==> config.mk <==
export PLATFORM = sky130hd
export DESIGN_NAME = mul_req_ctrl
export DESIGN_NICKNAME = d
export VERILOG_FILES = /design/src/rtl/mul_req_pkg.sv /design/src/rtl/mul_req_ctrl.sv
export SDC_FILE = /design/constraint.sdc
export NUM_CORES = 1
export LEC_CHECK = 0
export CORE_ASPECT_RATIO = 1.1
export CORE_MARGIN = 10
export CORE_UTILIZATION = 30
export CTS_BUF_LIST = sky130_fd_sc_hd__clkbuf_8
export DETAILED_ROUTE_END_ITERATION = 7
export GPL_TIMING_DRIVEN = 0
export PLACE_DENSITY = 0.73
export SYNTH_ARGS = -nofsm -noshare
export SYNTH_HDL_FRONTEND = slang
export SYNTH_SLANG_ARGS = --single-unit
==> constraint.sdc <==
create_clock -name clk -period 1.7 [get_ports clk]
set_clock_uncertainty 0.05 [all_clocks]
set_input_delay 0.17 -clock clk [delete_from_list [all_inputs] [get_ports clk]]
set_output_delay 0.17 -clock clk [all_outputs]
set_load 0.01 [all_outputs]
==> src/rtl/mul_req_pkg.sv <==
// rtl/mul_req_pkg.sv - shared opcode/state types and default widths for the M-extension multiplier requester
package mul_req_pkg;

  localparam int unsigned XLEN_DEFAULT           = 32;
  localparam int unsigned REG_AW_DEFAULT         = 5;
  localparam int unsigned TIMEOUT_CYCLES_DEFAULT = 16;

  typedef enum logic [1:0] {
    MUL    = 2'b00,
    MULH   = 2'b01,
    MULHSU = 2'b10,
    MULHU  = 2'b11
  } mul_op_e;

  typedef enum logic [1:0] {
    IDLE = 2'b00,
    REQ  = 2'b01,
    WAIT = 2'b10,
    WB   = 2'b11
  } mul_req_state_e;

endpackage

==> src/rtl/mul_req_ctrl.sv <==
// rtl/mul_req_ctrl.sv - execute-stage multiplier requester FSM; MUL_REQ_TIMEOUT_EN adds a WAIT watchdog
module mul_req_ctrl
  import mul_req_pkg::*;
#(
  parameter int unsigned XLEN           = XLEN_DEFAULT,
  parameter int unsigned REG_AW         = REG_AW_DEFAULT,
  parameter int unsigned TIMEOUT_CYCLES = TIMEOUT_CYCLES_DEFAULT
) (
  input  logic              clk,
  input  logic              rst_n,
  input  logic              ex_valid_i,
  output logic              ex_ready_o,
  input  logic [1:0]        ex_op_i,
  input  logic [XLEN-1:0]   ex_rs1_i,
  input  logic [XLEN-1:0]   ex_rs2_i,
  input  logic [REG_AW-1:0] ex_rd_i,
  input  logic              flush_i,
  output logic              mul_valid_o,
  input  logic              mul_ready_i,
  output logic [XLEN-1:0]   mul_a_o,
  output logic [XLEN-1:0]   mul_b_o,
  output logic [1:0]        mul_op_o,
  input  logic              mul_rsp_valid_i,
  output logic              mul_rsp_ready_o,
  input  logic [XLEN-1:0]   mul_result_i,
  output logic              wb_valid_o,
  output logic [REG_AW-1:0] wb_rd_o,
  output logic [XLEN-1:0]   wb_data_o,
  output logic              timeout_err_o
);

  if (TIMEOUT_CYCLES == 0) begin : g_bad_timeout
    $error("mul_req_ctrl: TIMEOUT_CYCLES must be at least 1");
  end

  mul_req_state_e    r_state;
  logic [XLEN-1:0]   r_a;
  logic [XLEN-1:0]   r_b;
  mul_op_e           r_op;
  logic [REG_AW-1:0] r_rd;
  logic [XLEN-1:0]   r_data;
  logic              r_kill;
  logic              w_kill_now;
  logic              w_timeout;

  // A flush arriving together with the response still squashes the writeback.
  assign w_kill_now = r_kill | flush_i;

`ifdef MUL_REQ_TIMEOUT_EN
  localparam int unsigned CNT_W = $clog2(TIMEOUT_CYCLES + 1);

  logic [CNT_W-1:0] r_cnt;
  logic             r_timeout_err;

  // Expiry on the TIMEOUT_CYCLES-th WAIT cycle; a response in that same cycle wins.
  assign w_timeout = (r_state == WAIT) && !mul_rsp_valid_i &&
                     (r_cnt == CNT_W'(TIMEOUT_CYCLES - 1));

  always_ff @(posedge clk or negedge rst_n) begin
    if (!rst_n) begin
      r_cnt         <= '0;
      r_timeout_err <= 1'b0;
    end else begin
      r_timeout_err <= w_timeout;
      if (r_state != WAIT) begin
        r_cnt <= '0;
      end else if (!w_timeout) begin
        r_cnt <= r_cnt + CNT_W'(1);
      end
    end
  end

  assign timeout_err_o = r_timeout_err;
`else
  assign w_timeout     = 1'b0;
  assign timeout_err_o = 1'b0;
`endif

  always_ff @(posedge clk or negedge rst_n) begin
    if (!rst_n) begin
      r_state <= IDLE;
      r_a     <= '0;
      r_b     <= '0;
      r_op    <= MUL;
      r_rd    <= '0;
      r_data  <= '0;
      r_kill  <= 1'b0;
    end else begin
      case (r_state)
        IDLE: begin
          if (ex_valid_i) begin
            r_a     <= ex_rs1_i;
            r_b     <= ex_rs2_i;
            r_op    <= mul_op_e'(ex_op_i);
            r_rd    <= ex_rd_i;
            r_state <= REQ;
          end
        end
        REQ: begin
          if (mul_ready_i) begin
            r_kill  <= flush_i;
            r_state <= WAIT;
          end else if (flush_i) begin
            r_state <= IDLE;
          end
        end
        WAIT: begin
          // The multiplier is busy once the request is accepted, so WAIT only exits on a response or timeout.
          if (mul_rsp_valid_i) begin
            r_data  <= mul_result_i;
            r_kill  <= 1'b0;
            r_state <= w_kill_now ? IDLE : WB;
          end else if (w_timeout) begin
            r_kill  <= 1'b0;
            r_state <= IDLE;
          end else if (flush_i) begin
            r_kill  <= 1'b1;
          end
        end
        WB: begin
          r_state <= IDLE;
        end
        default: begin
          r_state <= IDLE;
        end
      endcase
    end
  end

  assign ex_ready_o      = (r_state == IDLE);
  assign mul_valid_o     = (r_state == REQ);
  assign mul_rsp_ready_o = (r_state == WAIT);
  assign wb_valid_o      = (r_state == WB);
  assign mul_a_o         = r_a;
  assign mul_b_o         = r_b;
  assign mul_op_o        = r_op;
  assign wb_rd_o         = r_rd;
  assign wb_data_o       = r_data;

endmodule

[Word level (Yosys, flattened, before mapping)]
Index checks and enable logic that the tools add are counted.
Word-level totals
  bits in registers: 106
Operators by class
  eq/ne operators: 8
  multiplexer cells: 10
  bitwise operators: 1
  reduce and logical (&&, ||, !) cells: 6
Operators with widths (count)
  $mux W2: 5
  $pmux W2 S4: 1
  $reduce_and A3 Y1: 2
  $eq A2 B2 Y1 const B: 2
  $ne A2 B2 Y1 const B: 2
  $reduce_and A2 Y1: 2
  $mux W1: 3
  $ne A3 B2 Y1 const B: 1
  $ne A3 B3 Y1 const B: 1
  $eq A2 B1 Y1 const B: 1
  $logic_not A2 Y1: 1
  $ne A2 B1 Y1 const B: 1
  $pmux W1 S2: 1
  $reduce_bool A2 Y1: 1
  $or A1 B1 Y1: 1

[Depth between registers and ports, before layout]
  depth in word-level cells: 4
  mapped depth: 6
  mapped depth without buffers: 3

[Worst setup path before layout]
OpenSTA, ideal clock, no wires.
  kind: flip-flop to flip-flop
  from: register r_state[1]
  to: register r_a[0] (netlist: mul_a_o[0])
  library setup time: 0.125 ns
  arrival time: 1.339 ns
  data required time: 1.525 ns
  path slack: 0.186 ns
  cell stages (with the launch flop): 7
  period minus slack after synthesis: 1.514 ns
  cells stage by stage: dfrtp_1 -> buf_6 -> nor2_4 -> and2_4 -> buf_12 -> buf_12 -> mux2_4
Between the ends
  longest elaborated chain between the ends: 2
RTL lines
  start, declared: RTL line mul_req_ctrl.sv:36  | mul_req_state_e r_state;
  start signal, assigned: RTL line mul_req_ctrl.sv:112  | r_state <= w_kill_now ? IDLE : WB;
  $logic_not A2 Y1
  net ex_ready_o: RTL line mul_req_ctrl.sv:12  | output logic ex_ready_o,
  $reduce_and A2 Y1 (no source line)
  end signal, assigned: RTL line mul_req_ctrl.sv:92  | r_a <= ex_rs1_i;
  end, declared: RTL line mul_req_ctrl.sv:37  | logic [XLEN-1:0] r_a;
The timed path passes the listed nets, and every way through them passes these cells.
A chain may end at the register's enable or synchronous reset.

[Final worst setup path]
  from: register r_state[0]
  to: register r_a[15] (netlist: mul_a_o[15])
Between the ends
  longest elaborated chain between the ends: 2
RTL lines
  $logic_not A2 Y1: RTL line mul_req_ctrl.sv:89  | case (r_state)
  $reduce_and A2 Y1 (no source line)
Every way passes these cells.

==> impl_metrics.yaml <==
yosys:
  synthTopCellsByArea: "dfrtp_1 60%, mux2_4 24%, mux2_2 8.4%"
  ys_seq_area_frac: 0.597
  async_reset_ff_frac: 1.00
  yosysWarnings: 0
  synth.net_count: 352
  netlist.area_leader.share: 0.597
  synth.most_common_cell: "dfrtp_1"
  synth-seq-cells: 106
  synth-edff-count: 0
  synth_top_cell_by_area: "dfrtp_1"
  synthTopCellsByCount: "106 x dfrtp_1, 70 x mux2_4, 33 x mux2_2, 8 x buf_12, 5 x buf_6"
  avgSynthCellArea_um2: 18.3
  synth_cell_types: 23
  syn_inst: 243
  synth_area_um2: 4440
  ys.flop_type: "dfrtp_1"
power_and_ir_drop:
  ir_drop_v: 0.000788
  p_per_area_nw_per_um2: 1850
  power.leakage_nw: 3.06
floorplan:
  die_w_um: 136
  start_util: 0.306
  dieArea_um2: 20100
  row_count: 46
  io-pin-count: 217
  die_h_um: 148
  core_um2: 14500
global_routing:
  grt_max_degree: 62
  grt_overflow: 0
  grt_util_all_layers: 0.126
  antenna_found_initial: 0
  grt_pass1_vias: 3363
  grt_pass1_wl_um: 19800
routing:
  drc_errors: 0
  vias_per_cell: 4.30
  routed_wirelength_um: 12600
  vias: 2874
  top_layer_used: "met4"
  first_pass_iters: 4
  routedWlPerCell_um: 18.9
  antenna_left: 0
  wl_met1_um: 5000
  drt_iter0_markers: 56
  dr_wl_met2_um: 5780
  wl_met3_um: 1620
placed_design:
  pre_cts_ws_ns: 0.0615
  routabilityCongestion: 0.756
  place_hpwl_um: 9870
  port_buffers: 215
setup_path:
  crit_top_cell: "buf_12"
  ff2ff_path_depth: 6
  endpoint_kind: "flop"
  path_buf_inv: 3
  criticalPathCategory: "reg -> reg"
  cp.depth: 6
  slowest_delay_ns: 0.39
  critPathTopFamily: "buffers and inverters"
  crit_chain: "buf_6 > nor2_4 > and2_4 > buf_12 > buf_12 > mux2_4"
  rrSetupSlack_ns: 0.12
  cp.arrival_ns: 1.78
  crit_fanout: 10
  slowest_stage: "dfrtp_1"
  setup.worst_path.start_class: "flop"
  worstPathRequired_ns: 1.90
timing:
  setup_tns_ns: 0
  rsz0062_at_grt: "no"
  worst_pin_slew_ns: 0.627
  relSlewSlack: 0.582
  hold_viol: 0
  setup_ws_ns: 0.123
  setup_viol: 0
  fmax_ghz: 0.634
  min_period_ns: 1.58
  layout_worst_path_cycle_share: 0.927
  drv_slew: 0
clock_network:
  cts_buffers: 9
  clock_latency_ns: 0.36
  cts_buffer_depth: 2
  path_clk_slew_ns: 0.09
  tritoncts: "done"
  cts_sinks: 106
  htreeDepth: 3
  cts_root_buffer: "clkbuf_8"
cells_and_area:
  drive_above_1_share: 0.292
  fin_nets: 580
  diodes: 0
  area_growth_pct: 59.3
  fin_util: 0.488
min_path:
  hold_path_class: "in -> async"
flow_run:
  cap_viol_max_count: 0
outcome:
  status: "finished clean"
-- flip-flops by register name, indices dropped and copies added, names as in the netlist --
| name | count |
|---|---|
| mul_a_o | 32 |
| mul_b_o | 32 |
| wb_data_o | 32 |
| wb_rd_o | 5 |
| mul_op_o | 2 |
| r_state | 2 |
| r_kill | 1 |
-- cells by family (layout without fill, tap and decap cells) --
family | count (synthesis) | in the layout | share of synthesized area
muxes | 104 | 104 | 0.322
buffers and inverters | 15 | 248 | 0.0512
and+or+nand+nor | 10 | 10 | 0.0175
other | 1 | 1 | 0.000844
AOI/OAI and AO/OA | 7 | 7 | 0.0113
DFF | 106 | 106 | 0.597
-- power by group --
group | internal, mW | switching [mW]
Combinational | 4.53 | 2.39
Clock | 0.800 | 0.834
Sequential | 3.82 | 0.719
-- what timing repair did --
item / 4_1_cts / 5_1_grt
buffers inserted: 0 / 0
resized for setup: 4 / 1
setup endpoints to repair: 4 / 1
endpoints found under the hold margin: 45 / 0
hold buffers: 1 / 0
-- final cells by class --
type / instances / area, um2
plain buffers: 14 / 224
clock buffers: 12 / 165
clock inverters: 4 / 48.8
fillers: 1274 / 7420
inverters: 1 / 3.75
multi-input cells: 122 / 1560
flip-flops and latches: 106 / 2650
well taps: 192 / 240
repair buffers: 217 / 2180
-- placed cells by master, fill, tap and decap left out --
cell type / netlist / routed
nor2b_4: 1 / 1
nand3b_1: 1 / 1
dlygate4sd3_1: 0 / 1
dfrtp_1: 106 / 106
clkbuf_8: 0 / 12
buf_16: 0 / 1
a21oi_1: 1 / 1
clkinv_2: 0 / 2
nand2_1: 2 / 2
inv_1: 1 / 1
clkdlybuf4s50_1: 0 / 210
o21ai_0: 1 / 1
dlygate4sd2_1: 0 / 3
conb_1: 1 / 1
nand2_4: 1 / 1
buf_6: 5 / 5
buf_12: 8 / 8
mux2i_1: 1 / 1
nor2_4: 1 / 1
o21a_1: 1 / 1
and2_4: 1 / 1
o32a_1: 1 / 1
bufinv_16: 0 / 1
buf_4: 1 / 2
nor3_1: 1 / 1
and2_1: 1 / 1
nor2b_1: 1 / 1
mux2_4: 70 / 70
mux2_2: 33 / 33
clkinv_4: 0 / 1
a211oi_1: 3 / 3
clkdlybuf4s15_1: 0 / 1
-- routing by layer --
metal | track usage | vias up
met1 | 0.144 | 1403
li1 | - | 1308
met2 | 0.196 | 150
met5 | 0 | -
met4 | 0.0501 | 0
met3 | 0.0634 | 13
-- path summary, 6_finish.rpt --
| path | start | end |
|---|---|---|
| max | r_state[0] | mul_a_o[15] |
| max reg2reg | r_state[0] | mul_a_o[15] |
| max in group asynchronous | rst_n | wb_data_o[9] |
| min in group clk | mul_result_i[16] | wb_data_o[16] |
| min | rst_n | wb_rd_o[1] |
| min reg2reg | wb_data_o[5] | wb_data_o[5] |
-- per-stage QoR --
| stage | instance area [um2] | hold WS [ns] | std cells | total power [mW] |
|---|---|---|---|---|
| 6_report | 7080 | 0.312 | 668 | 13.1 |
| 5_1_grt | 7080 | 0.330 | 668 | 13.9 |
| 4_1_cts | 7080 | 0.307 | 668 | 13.3 |
| 3_5_place_dp | 6860 | 0.181 | 651 | 11.6 |
| 3_3_place_gp | 6840 | 0.438 | 650 | 11.4 |
| 2_1_floorplan | 4440 | -0.176 | 243 | 8.00 |
Power figures use the tool's default switching activity.
